$ cat src/rtl/column_drawer.sv
// column_drawer: renders one 160x120 view column (ceiling, wall, floor) into the VGA plot interface, one pixel per clock.
module column_drawer #(
   parameter int SCREEN_W = 160,
   parameter int SCREEN_H = 120,
   parameter logic [2:0] CEIL_COLOUR = 3'b000,
   parameter logic [2:0] FLOOR_COLOUR = 3'b111
) (
   input  logic       clock,
   input  logic       reset,
   input  logic       start,
   input  logic [7:0] col_x,
   input  logic [6:0] wall_height,
   input  logic [2:0] wall_colour,
   output logic       busy,
   output logic       done,
   output logic [7:0] vga_x,
   output logic [6:0] vga_y,
   output logic [2:0] vga_colour,
   output logic       vga_write
);
   typedef enum logic [1:0] {IDLE, DRAW, DONE} state_t;
   localparam logic [6:0] H = SCREEN_H[6:0];
   localparam logic [8:0] W = SCREEN_W[8:0];
   state_t state_q, state_d;
   logic [7:0] x_q, x_d, vga_x_q, vga_x_d;
   logic [6:0] y_q, y_d, top_q, top_d, bot_q, bot_d, vga_y_q, vga_y_d;
   logic [2:0] wc_q, wc_d, vga_colour_q, vga_colour_d;
   logic busy_q, busy_d, done_q, done_d, vga_write_q, vga_write_d;
   logic [6:0] h_in, top_in, bot_in;
   function automatic logic [2:0] pick(input logic [6:0] y, input logic [6:0] t, input logic [6:0] b, input logic [2:0] w);
      return (y < t) ? CEIL_COLOUR : ((y < b) ? w : FLOOR_COLOUR);
   endfunction
   // The first pixel is issued on the accepting edge, so y_q always points at the next row to plot.
   always_comb begin
      h_in = (wall_height > H) ? H : wall_height;
      top_in = (H - h_in) >> 1;
      bot_in = top_in + h_in;
      state_d = state_q;
      x_d = x_q;
      y_d = y_q;
      top_d = top_q;
      bot_d = bot_q;
      wc_d = wc_q;
      busy_d = 1'b0;
      done_d = 1'b0;
      vga_write_d = 1'b0;
      vga_x_d = vga_x_q;
      vga_y_d = vga_y_q;
      vga_colour_d = vga_colour_q;
      case (state_q)
         IDLE: if (start) begin
            x_d = col_x;
            top_d = top_in;
            bot_d = bot_in;
            wc_d = wall_colour;
            busy_d = 1'b1;
            if ({1'b0, col_x} >= W) begin
               state_d = DONE;
               done_d = 1'b1;
            end else begin
               state_d = DRAW;
               y_d = 7'd1;
               vga_write_d = 1'b1;
               vga_x_d = col_x;
               vga_y_d = 7'd0;
               vga_colour_d = pick(7'd0, top_in, bot_in, wall_colour);
            end
         end
         DRAW: begin
            busy_d = 1'b1;
            if (y_q == H) begin
               state_d = DONE;
               done_d = 1'b1;
            end else begin
               y_d = y_q + 7'd1;
               vga_write_d = 1'b1;
               vga_x_d = x_q;
               vga_y_d = y_q;
               vga_colour_d = pick(y_q, top_q, bot_q, wc_q);
            end
         end
         default: state_d = IDLE;
      endcase
   end
   always_ff @(posedge clock) begin
      if (reset) begin
         state_q <= IDLE;
         x_q <= '0;
         y_q <= '0;
         top_q <= '0;
         bot_q <= '0;
         wc_q <= '0;
         busy_q <= 1'b0;
         done_q <= 1'b0;
         vga_write_q <= 1'b0;
         vga_x_q <= '0;
         vga_y_q <= '0;
         vga_colour_q <= '0;
      end else begin
         state_q <= state_d;
         x_q <= x_d;
         y_q <= y_d;
         top_q <= top_d;
         bot_q <= bot_d;
         wc_q <= wc_d;
         busy_q <= busy_d;
         done_q <= done_d;
         vga_write_q <= vga_write_d;
         vga_x_q <= vga_x_d;
         vga_y_q <= vga_y_d;
         vga_colour_q <= vga_colour_d;
      end
   end
   assign busy = busy_q;
   assign done = done_q;
   assign vga_write = vga_write_q;
   assign vga_x = vga_x_q;
   assign vga_y = vga_y_q;
   assign vga_colour = vga_colour_q;
endmodule

$ cat config.mk
export PLATFORM = sky130hd
export DESIGN_NAME = column_drawer
export DESIGN_NICKNAME = d
export VERILOG_FILES = /design/src/rtl/column_drawer.sv
export SDC_FILE = /design/constraint.sdc
export NUM_CORES = 1
export LEC_CHECK = 0
export BUFFER_PORTS_ARGS = -buffer_cell sky130_fd_sc_hd__buf_2
export CORE_ASPECT_RATIO = 2
export CORE_MARGIN = 2
export CORE_UTILIZATION = 40
export DETAILED_ROUTE_END_ITERATION = 10
export GPL_TIMING_DRIVEN = 0
export PLACE_DENSITY = 0.72
export SLEW_MARGIN = 10
export SYNTH_ARGS = -nofsm -noshare
export SYNTH_HDL_FRONTEND = slang
export SYNTH_SLANG_ARGS = --single-unit
$ cat constraint.sdc
create_clock -name clock -period 3.22 [get_ports clock]
set_clock_uncertainty 0.1 [all_clocks]
set_input_delay 0.322 -clock clock [delete_from_list [all_inputs] [get_ports clock]]
set_output_delay 0.322 -clock clock [all_outputs]
set_load 0.02 [all_outputs]
==> metrics.txt <==
status finished clean; CTS tree done; worst path cell trace clkbuf_4 -> nand4_4 -> nand2_4 -> ha_4 -> inv_1 -> a21o_1 -> a31oi_4 -> inv_2 -> ha_2 -> or3b_1 -> o211ai_1 -> mux2i_1 -> nand4_1 -> a311oi_1; clk_lat worst skew 0.29 ns; CP endpoint kind flip-flop; PortBufs 38; die area 8000 sq um; detailed placement HPWL 5.12 mm; total power 1.68 mW; Post-synth EDFFs 0; Seq pwr share 44.5%; htree depth 2; Internal Power 1.18 mW; final setup fails 0; floorplan row count 44; Worst Setup Start Kind primary input; routed len/inst 13.6 um; DR vias 2657; Worst EP required 3.32 ns; CTS Buf Count 5; WL final 6.86 mm; Max VDD drop 440 uV; DRT antenna net count 0; top_reg_cell synth dfxtp_1; DR iter-0 viols 142; diode count 0; Cells after Synth 365; die width 64.3 um; CTS Buffer Depth 2; slowest stage delay, CP 0.39 ns; minimum clock period 3.04 ns; LEAKAGE 1.42 nW; max cap viols 0; Initial Util 40.6%; Vias/cell 5.27; unrepaired setup endpoints after global routing no; Synth cell types 44; Switching Share 30.1%; synthesis-stage register bit count 54; switching power 506 uW; synthesis-to-finish area growth 18.4%; Max Fclk 0.329 GHz; yosys warns 0; largest net degree at the start of global routing 17; Die H 125 um; Layout Nets 450; clk sinks 54; Clk pin slew, worst setup/hold paths 0.07 ns; Max Slew Vio Count 0; slew margin rel. 59.9%; share of cells above drive strength 1 16.0%; number of global-route vias before repair 2548; final instance area 3440 sq um; WS Path Type primary input to flip-flop; Cell Area, Placed 3210 sq um; CORE AREA 7160 sq um; first-pass GRT wire length 11.8 mm; pwr/cell area 489 nW/um^2; crit path max fanout 8; Seq/Total Area, Yosys 37.2%; ys async rst share 0%; pre-CTS WS -0.667 ns; GRT overflow 0; Hold Crit Class primary input to flip-flop; clock root buffer clkbuf_16; Tcrit/Tclk final 94.4%; worst slew pin tran 0.601 ns; setup ws final 0.179 ns; GRT Resource Usage Total 18.0%; DRC 0; Gate power share 22.6%; Pre-antenna DRT Iters 5; Clk network pwr share 32.9%; crit path DAT 3.14 ns; I/O pins 42; slowest CP cell or3b_1; synthesized area 2900 sq um; initial antenna violation count 0; synthesized area per cell 7.96 sq um; routability cong. 0.829; cts hold-fix bufs 0; final hold vios 0; Mapped Nets 404
[worst max-delay path, delay by kind of cell]
kind | cells | cell delay, ns
AOI/OAI and AO/OA | 4 | 0.96
adders and majority gates | 2 | 0.37
buffers and inverters | 3 | 0.32
muxes | 1 | 0.25
and+or+nand+nor | 4 | 0.89
[cell usage after synthesis, types with 3 or more instances]
cell | n | area [sq um]
a311oi_1 | 11 | 96.3
nand3_1 | 8 | 40.0
ha_1 | 18 | 225
dfxtp_1 | 54 | 1080
nand2b_1 | 5 | 31.3
a31oi_1 | 5 | 31.3
inv_1 | 19 | 71.3
nand4_1 | 3 | 18.8
nand4b_1 | 4 | 35.0
o21ai_0 | 11 | 55.1
a21oi_1 | 41 | 205
a21o_1 | 5 | 37.5
mux2i_1 | 8 | 80.1
buf_1 | 4 | 15.0
clkbuf_1 | 17 | 63.8
a211oi_1 | 5 | 37.5
nor2_1 | 39 | 146
o21a_1 | 4 | 30.0
xnor2_1 | 3 | 26.3
nand3b_1 | 3 | 22.5
nand2_1 | 63 | 236
xor2_1 | 5 | 43.8
[worst paths after layout]
check	depth (start not counted)	to	startpoint	slack [ns]
max	14	vga_colour[1]$_SDFFE_PP0P_	wall_height[5]	0.18
max reg2reg	9	vga_y[4]$_SDFFE_PP0P_	y_q[0]$_SDFFE_PP0P_	0.64
min	3	x_q[4]$_SDFFE_PP0P_	col_x[4]	0.18
min reg2reg	2	bot_q[0]$_SDFFE_PP0P_	bot_q[0]$_SDFFE_PP0P_	0.35
[registers in the layout (all words and copies together), names as in the netlist]
name / cells
x_q: 8
vga_y: 7
done: 1
vga_colour: 3
vga_write: 1
bot_q: 7
vga_x: 8
top_q: 6
busy: 1
state_q: 2
wc_q: 3
y_q: 7
[routing by layer]
| layer | vias up | global-route usage [%] | share of wire, % |
|---|---|---|---|
| li1 | 1356 | - | - |
| met1 | 1233 | 22.4 | 44 |
| met2 | 57 | 31.4 | 51 |
| met3 | 11 | 2.62 | 3.5 |
| met4 | 0 | 5.51 | 1.9 |
| met5 | - | 0 | 0 |
[layout by cell type (no fill, tap or decap), types with 2 or more instances in the layout]
| cell | instances |
|---|---|
| buf_2 | 37 |
| nand4_1 | 3 |
| and3_1 | 2 |
| nand3b_1 | 3 |
| o21ai_0 | 11 |
| a211oi_1 | 5 |
| o211ai_1 | 2 |
| nor3_1 | 2 |
| a31oi_1 | 4 |
| clkbuf_1 | 17 |
| xor2_1 | 5 |
| nand2_4 | 2 |
| inv_1 | 18 |
| clkbuf_4 | 2 |
| o21a_1 | 4 |
| nand2_1 | 61 |
| buf_1 | 4 |
| buf_6 | 3 |
| a311oi_1 | 11 |
| nand3_1 | 8 |
| dfxtp_1 | 54 |
| or2_2 | 2 |
| mux2i_1 | 8 |
| a21o_1 | 5 |
| xnor2_1 | 3 |
| ha_1 | 16 |
| nor2b_1 | 2 |
| nor2_1 | 39 |
| a21oi_1 | 41 |
| clkbuf_16 | 5 |
| nand4b_1 | 4 |
| or4_1 | 2 |
| nand2b_1 | 5 |
| buf_4 | 2 |
[power by group through the flow]
stage               clock network (mW)  logic [mW]  registers (mW)
finish                           0.554       0.379           0.749
detailed placement                   0       0.367           0.765
global route                     0.591       0.423           0.756
floorplan                            0       0.240           0.785
CTS                              0.566       0.375           0.749
global placement                     0       0.363           0.763
[layout make-up]
type,instances,area (sq um)
inverters,19,71.3
fillers,738,3720
plain buffers,24,110
clock inverters,1,8.76
multi-input cells,267,1690
repair buffers,40,214
clock buffers,7,143
flip-flops and latches,54,1080
well taps,92,115
[repair_timing]
action	in CTS	in global routing
setup endpoints to repair	5	3
setup buffers	2	0
pin swaps	4	4
resized for setup	6	9
[stage by stage]
step / instances / setup TNS (ns) / hold WS (ns) / utilization, %
6_report: 504 / 0 / 0.177 / 48.0
5_1_grt: 504 / 0 / 0.180 / 48.0
4_1_cts: 504 / 0 / 0.171 / 47.6
2_1_floorplan: 365 / 0 / 0.332 / -
3_5_place_dp: 495 / -3.02 / 0.346 / 44.9
3_3_place_gp: 495 / -2.76 / 0.341 / 44.9
[cells by family after synthesis]
group | after synthesis | synth area share, %
fa+ha+maj | 18 | 7.76
simple gates | 144 | 23.9
xor+xnor | 8 | 2.41
buf+inv | 44 | 6.29
mux | 8 | 2.76
compound gates | 89 | 19.7
flops | 54 | 37.2
No activity file was read; power rests on OpenSTA's default activity.
